<file path="src/rtl/cvita_pkt_rr_arb_pkg.sv">
// Shared constants and types for the packet round-robin arbiter.
// Latency: n/a (declarations only).
// Backpressure: n/a (declarations only).
package cvita_arb_pkg;

    // Settings-bus register offsets, relative to the arbiter's SR_BASE
    localparam logic [7:0] SR_MASK_OFFS    = 8'd0;
    localparam logic [7:0] SR_CNT_CLR_OFFS = 8'd1;

    // IDLE: choosing the next requester; PASS: forwarding one whole packet
    typedef enum logic {
        IDLE = 1'b0,
        PASS = 1'b1
    } arb_state_t;

endpackage

</file>
<file path="src/rtl/cvita_pkt_rr_arb_if.sv">
// Bundle of N requester streams and one arbitrated output stream.
// Latency: n/a (wiring only).
// Backpressure: ready flows from the output side back to the granted input.
interface cvita_pkt_rr_arb_if #(
    parameter int NUM_INPUTS = 4,
    parameter int WIDTH      = 64
) ();

    logic [NUM_INPUTS*WIDTH-1:0] i_tdata;
    logic [NUM_INPUTS-1:0]       i_tlast;
    logic [NUM_INPUTS-1:0]       i_tvalid;
    logic [NUM_INPUTS-1:0]       i_tready;
    logic [WIDTH-1:0]            o_tdata;
    logic                        o_tlast;
    logic                        o_tvalid;
    logic                        o_tready;

    // Environment side: sources the requester streams, sinks the output
    modport master (
        output i_tdata, i_tlast, i_tvalid, o_tready,
        input  i_tready, o_tdata, o_tlast, o_tvalid
    );

    // Arbiter side: consumes the requester streams, drives the output
    modport slave (
        input  i_tdata, i_tlast, i_tvalid, o_tready,
        output i_tready, o_tdata, o_tlast, o_tvalid
    );

endinterface

</file>
<file path="src/rtl/cvita_pkt_rr_arb_rr_pick.sv">
// Rotating-priority encoder: first set request after last_grant, wrapping.
// Latency: combinational.
// Backpressure: none; pure function of req and last_grant.
module rr_pick #(
    parameter int N = 4
) (
    input  logic [N-1:0]         req,
    input  logic [$clog2(N)-1:0] last_grant,
    output logic                 vld,
    output logic [$clog2(N)-1:0] idx
);

    localparam int IW = $clog2(N);
    localparam logic [IW:0] N_W = (IW + 1)'(N);

    logic [IW:0]  base;
    logic [N-1:0] rot;
    logic [IW:0]  off;
    logic [IW:0]  sum;

    // Rotate the request vector so bit 0 is the input right after last_grant,
    // take the lowest set bit, then map the offset back to an input index.
    always_comb begin
        base = {1'b0, last_grant} + (IW + 1)'(1);
        rot  = N'({req, req} >> base);
        off  = '0;
        for (int j = N - 1; j >= 0; j--) begin
            if (rot[j]) begin
                off = (IW + 1)'(j);
            end
        end
        sum = base + off;
        if (sum >= N_W) begin
            sum = sum - N_W;
        end
        vld = |req;
        idx = IW'(sum);
    end

endmodule

</file>
<file path="src/rtl/cvita_pkt_rr_arb.sv">
// Packet-granular round-robin arbiter onto one CVITA AXI4-Stream output.
// Latency: one IDLE decision cycle per packet, then zero-cycle pass-through.
// Backpressure: o_tready routed to the granted input only; others held off.
module cvita_pkt_rr_arb
    import cvita_arb_pkg::*;
#(
    parameter int         NUM_INPUTS = 4,
    parameter int         WIDTH      = 64,
    parameter logic [7:0] SR_BASE    = 8'd0
) (
    input  logic                          clk,
    input  logic                          reset,
    input  logic                          clear,
    input  logic                          set_stb,
    input  logic [7:0]                    set_addr,
    input  logic [31:0]                   set_data,
    output logic [31:0]                   rb_data,
    cvita_pkt_rr_arb_if.slave             strm,
    output logic [$clog2(NUM_INPUTS)-1:0] grant_idx,
    output logic                          busy
);

    localparam int              GW           = $clog2(NUM_INPUTS);
    localparam logic [7:0]      MASK_ADDR    = SR_BASE + SR_MASK_OFFS;
    localparam logic [7:0]      CNT_CLR_ADDR = SR_BASE + SR_CNT_CLR_OFFS;
    localparam logic [GW-1:0]   LAST_INIT    = GW'(NUM_INPUTS - 1);

    arb_state_t             state;
    arb_state_t             state_nxt;
    logic [GW-1:0]          last_grant;
    logic [NUM_INPUTS-1:0]  mask;
    logic [31:0]            pkt_cnt;
    logic [NUM_INPUTS-1:0]  req;
    logic                   pick_vld;
    logic [GW-1:0]          pick_idx;
    logic                   pkt_done;
    logic [WIDTH-1:0]       in_dat [NUM_INPUTS];

    assign req      = strm.i_tvalid & mask;
    assign pkt_done = (state == PASS) && strm.o_tvalid && strm.o_tready && strm.o_tlast;
    assign busy     = (state == PASS);
    assign rb_data  = pkt_cnt;

    rr_pick #(
        .N (NUM_INPUTS)
    ) u_pick (
        .req        (req),
        .last_grant (last_grant),
        .vld        (pick_vld),
        .idx        (pick_idx)
    );

    // Split the flattened input data bus into per-port words
    always_comb begin
        for (int n = 0; n < NUM_INPUTS; n++) begin
            in_dat[n] = strm.i_tdata[n*WIDTH +: WIDTH];
        end
    end

    // Next state: grant on any enabled request, release on the last beat;
    // a soft clear abandons whatever is in flight
    always_comb begin
        state_nxt = state;
        case (state)
            IDLE:    if (pick_vld) state_nxt = PASS;
            PASS:    if (pkt_done) state_nxt = IDLE;
            default: state_nxt = IDLE;
        endcase
        if (clear) begin
            state_nxt = IDLE;
        end
    end

    // State register
    always_ff @(posedge clk) begin
        if (reset) begin
            state <= IDLE;
        end else begin
            state <= state_nxt;
        end
    end

    // Grant bookkeeping: capture the winner in IDLE, remember it once its
    // packet has fully left so the search resumes just after it
    always_ff @(posedge clk) begin
        if (reset) begin
            grant_idx  <= '0;
            last_grant <= LAST_INIT;
        end else if (clear) begin
            last_grant <= LAST_INIT;
        end else begin
            if (state == IDLE && pick_vld) begin
                grant_idx <= pick_idx;
            end
            if (pkt_done) begin
                last_grant <= grant_idx;
            end
        end
    end

    // Settings registers and forwarded-packet counter; a counter-clear write
    // overrides an increment landing in the same cycle
    always_ff @(posedge clk) begin
        if (reset) begin
            mask    <= '1;
            pkt_cnt <= '0;
        end else begin
            if (set_stb && set_addr == MASK_ADDR) begin
                mask <= NUM_INPUTS'(set_data);
            end
            if (set_stb && set_addr == CNT_CLR_ADDR) begin
                pkt_cnt <= '0;
            end else if (pkt_done && !clear) begin
                pkt_cnt <= pkt_cnt + 32'd1;
            end
        end
    end

    // Pass-through mux: only the granted input sees ready, nothing leaves
    // the arbiter outside PASS
    always_comb begin
        strm.o_tdata  = '0;
        strm.o_tlast  = 1'b0;
        strm.o_tvalid = 1'b0;
        strm.i_tready = '0;
        if (state == PASS) begin
            strm.o_tdata             = in_dat[grant_idx];
            strm.o_tlast             = strm.i_tlast[grant_idx];
            strm.o_tvalid            = strm.i_tvalid[grant_idx];
            strm.i_tready[grant_idx] = strm.o_tready;
        end
    end

endmodule
</file>
<file path="src/flat_wrapper.sv">
// flat-port wrapper written by rule: the top's interface ports become plain ports
module cvita_pkt_rr_arb_flat import cvita_arb_pkg::*;
#(
    parameter int         NUM_INPUTS = 4,
    parameter int         WIDTH      = 64,
    parameter logic [7:0] SR_BASE    = 8'd0
)
  (clk, reset, clear, set_stb, set_addr, set_data, rb_data, grant_idx, busy, strm_i_tdata, strm_i_tlast, strm_i_tvalid, strm_o_tready, strm_i_tready, strm_o_tdata, strm_o_tlast, strm_o_tvalid);
  cvita_pkt_rr_arb_if #(.NUM_INPUTS(NUM_INPUTS), .WIDTH(WIDTH)) strm_i ();
  input  logic clk;
  input  logic reset;
  input  logic clear;
  input  logic set_stb;
  input  logic [7:0] set_addr;
  input  logic [31:0] set_data;
  output logic [31:0] rb_data;
  output logic [$clog2(NUM_INPUTS)-1:0] grant_idx;
  output logic busy;
  input wire logic [$bits(strm_i.i_tdata)-1:0] strm_i_tdata;
  input wire logic [$bits(strm_i.i_tlast)-1:0] strm_i_tlast;
  input wire logic [$bits(strm_i.i_tvalid)-1:0] strm_i_tvalid;
  input wire logic [$bits(strm_i.o_tready)-1:0] strm_o_tready;
  output wire logic [$bits(strm_i.i_tready)-1:0] strm_i_tready;
  output wire logic [$bits(strm_i.o_tdata)-1:0] strm_o_tdata;
  output wire logic [$bits(strm_i.o_tlast)-1:0] strm_o_tlast;
  output wire logic [$bits(strm_i.o_tvalid)-1:0] strm_o_tvalid;
  assign strm_i.i_tdata = strm_i_tdata;
  assign strm_i.i_tlast = strm_i_tlast;
  assign strm_i.i_tvalid = strm_i_tvalid;
  assign strm_i.o_tready = strm_o_tready;
  assign strm_i_tready = strm_i.i_tready;
  assign strm_o_tdata = strm_i.o_tdata;
  assign strm_o_tlast = strm_i.o_tlast;
  assign strm_o_tvalid = strm_i.o_tvalid;
  cvita_pkt_rr_arb #(.NUM_INPUTS(NUM_INPUTS), .WIDTH(WIDTH), .SR_BASE(SR_BASE)) u_core (.clk(clk), .reset(reset), .clear(clear), .set_stb(set_stb), .set_addr(set_addr), .set_data(set_data), .rb_data(rb_data), .strm(strm_i), .grant_idx(grant_idx), .busy(busy));
endmodule
</file>
<file path="config.mk">
export PLATFORM = sky130hd
export DESIGN_NAME = cvita_pkt_rr_arb_flat
export DESIGN_NICKNAME = d
export VERILOG_FILES = /design/src/rtl/cvita_pkt_rr_arb_pkg.sv /design/src/rtl/cvita_pkt_rr_arb_if.sv /design/src/rtl/cvita_pkt_rr_arb_rr_pick.sv /design/src/rtl/cvita_pkt_rr_arb.sv /design/src/flat_wrapper.sv
export SDC_FILE = /design/constraint.sdc
export NUM_CORES = 1
export LEC_CHECK = 0
export ABC_AREA = 1
export CORE_AREA = 5 5 158 160
export CTS_BUF_LIST = sky130_fd_sc_hd__clkbuf_16
export DETAILED_ROUTE_END_ITERATION = 7
export DIE_AREA = 0 0 163 165
export GPL_ROUTABILITY_DRIVEN = 0
export PLACE_DENSITY_LB_ADDON = 0.3
export SLEW_MARGIN = 20
export SYNTH_ARGS = -nofsm -noshare
export SYNTH_HDL_FRONTEND = slang
export SYNTH_HIERARCHICAL = 1
export SYNTH_SLANG_ARGS = --single-unit
</file>
<file path="constraint.sdc">
create_clock -name clk -period 1.86 [get_ports clk]
set_input_delay 0.372 -clock clk [delete_from_list [all_inputs] [get_ports clk]]
set_output_delay 0.372 -clock clk [all_outputs]
set_load 0.05 [all_outputs]
</file>
==> out/results.ini <==
[outcome]
status=finished, violations left
violations=negative setup slack

[placement]
placed_area_sq_um=10800
port_buffers=385
dp_slack_ns=-0.438
hpwl_mm=24.4
placed_cells=1466

[finish]
multiInputGateArea_sq_um=4620
final_common_cell=clkdlybuf4s50_1
seq_area_sq_um=845
nets=1492
most-common-layout-cells=clkdlybuf4s50_1, nand2_1, nand3_1
fin_area_sq_um=11800
drive_above_1_share_pct=31.7
fillers=2176
finalNonFillerCells=1504
areaGrowthSynthToFinish_pct=167

[yosys]
synth_cells=762
avgSynthCellArea_sq_um=5.82
ys_seq_area_share_pct=18.5
ys_types=31
yosysWarnings=6
syn-cell-area_sq_um=4440
ys_seq_elements=41
synthesis.nets=1073

[drt]
drtAntennaViolNets=0
vias=7460
drt-initial-drc-count=605
wl_per_cell_um=21.6
first_pass_iters=8
routed_wl_mm=32.5
route.detailed.drc=0
routed_via_density=4.96

[sta]
slew_headroom_pct=66.7
hold_viol=0
drv_slew=0
worst_pin_slew_ns=0.496
layout_setup_ws_ns=-0.244
clock_skew_ns=0.0109
period_needed_ns=2.10
fin_crit_sh_pct=113
setup_viol=66
rsz0062_at_grt=true
fin_hold_ws_ns=0.472
fmax_ghz=0.475

[global_route]
track_usage_pct=20.7
overflow=0
grt_pass1_vias=6972
antenna_found_initial=6
grt_max_degree=62
grt_pass1_wl_mm=43.0

[hold_path]
hold_class=reg2reg
min_delay_path_depth=2

[pwr]
peakVddDrop_uv=366
power_density_nw_per_um2=407
power_leakage_uw=0.00406
power_uw=4820

[setup_path]
cp.arrival_ns=1.73
endpoint_kind=primary output
crit_chain=inv_4 -> nor2_4 -> buf_12 -> buf_12 -> a22oi_1 -> buf_4 -> a31oi_4 -> buf_12
cp_max_fo=9
cp-start-kind=flip-flop
critPathMostFrequentCell=buf_12
r2r_cells=11
slowest_stage=dfxtp_4
crit_type=reg2out
worstPathRequired_ns=1.49
cp_slowest_stage_delay_ns=0.39

[flow_run]
drv_cap=0

[clocking]
ctsRootBufferMaster=clkbuf_16
cts_hold_buf=0
clock-sinks=41
insertion_delay_ns=0.29
htreeDepth=2
numCtsBuffers=5
clk_path_buf_depth=2
tritoncts=done
path_clk_slew_ns=0.06

[floorplan]
coreArea_sq_um=23300
die_area_sq_um=26900
die_w_um=163
rows=56
floorplan.initialDensity_pct=19.1
fp.dieH_um=165
io-pin-count=414

-- final cells by class --
type | count | share of cell area [%]
Clock buffer | 5 | 1.06
Multi-Input combinational cell | 630 | 39.0
Tap cell | 319 | 3.37
Sequential cell | 41 | 7.13
Timing Repair Buffer | 470 | 47.9
Inverter | 33 | 1.13
Antenna cell | 3 | 0.0634
Clock inverter | 3 | 0.317
-- final timing paths --
check / slack [ns] / to / start
max reg2reg: 0.08 / u_core/rb_data[19] / u_core/grant_idx[0]
min reg2reg: 0.47 / u_core/mask[2] / u_core/mask[2]
max: -0.24 / strm_o_tdata[32] / u_core/grant_idx[0]
min: 0.47 / u_core/mask[2] / u_core/mask[2]
-- layer usage --
layer	wire length, um	track usage (%)	vias up	part of all wire, %
met1	12000	23.3	3554	37
met2	16600	37.4	295	51
met3	3010	6.74	51	9.3
li1	-	-	3554	-
met5	41	0	-	0.13
met4	872	5.68	6	2.7
-- cells in the mapped netlist, drive strengths merged --
cell | instances | area share (%)
clkbuf | 43 | 3.6
dfxtp | 41 | 19
o21bai | 1 | 0.17
nor2 | 71 | 7.0
clkinv | 1 | 0.085
buf | 15 | 2.0
ha | 2 | 0.56
nand3b | 12 | 2.0
a21oi | 31 | 3.5
o211ai | 6 | 1.0
nand4 | 2 | 0.28
a31oi | 64 | 9.0
xor2 | 10 | 2.0
nor3 | 10 | 1.1
nand3 | 153 | 17
inv | 32 | 2.8
or4 | 1 | 0.17
o21ai | 4 | 0.45
xnor2 | 4 | 0.79
nand2 | 195 | 17
a22oi | 64 | 11
-- what timing repair did --
item / CTS / global route
setup endpoints to repair: 71 / 97
resized for setup: 43 / 74
gates cloned: 1 / 12
pin swaps: 5 / 21
hold endpoints to repair: 0 / 0
setup buffers: 4 / 13
-- critical path: cells and delay by family (launching register included) --
| kind | cells | cell delay (ns) |
|---|---|---|
| AND/OR/NAND/NOR | 1 | 0.13 |
| flip-flops | 1 | 0.39 |
| AO/OA/AOI/OAI | 2 | 0.24 |
| buffers and inverters | 5 | 0.66 |
-- flip-flops by register name, indices dropped and copies added (netlist names) --
| name | flops |
|---|---|
| u_core/rb_data | 32 |
| u_core/mask | 4 |
| u_core/grant_idx | 2 |
| u_core/last_grant | 2 |
| u_core/busy | 1 |
-- cells by family after synthesis --
group | share of synthesized area [%]
and+or+nand+nor | 44.7
AOI/OAI and AO/OA | 25.0
buffers and inverters | 8.52
DFF | 18.5
xor gates and xnor gates | 2.76
adders and majority gates | 0.564
-- report_power, final --
group | switching, uW | leakage [uW] | internal [uW]
Clock | 361 | 0.0000827 | 624
Combinational | 1410 | 0.00364 | 1520
Sequential | 13.6 | 0.000331 | 881
Total | 1790 | 0.00406 | 3030
-- per-stage QoR --
step           util [%]  TNS, ns
2_1_floorplan         -  -0.0404
3_3_place_gp       46.4    -1.20
3_5_place_dp       46.4    -1.97
4_1_cts            48.0   -10.03
5_1_grt            50.9   -15.77
6_report           50.9   -11.65
Power figures use the tool's default switching activity.
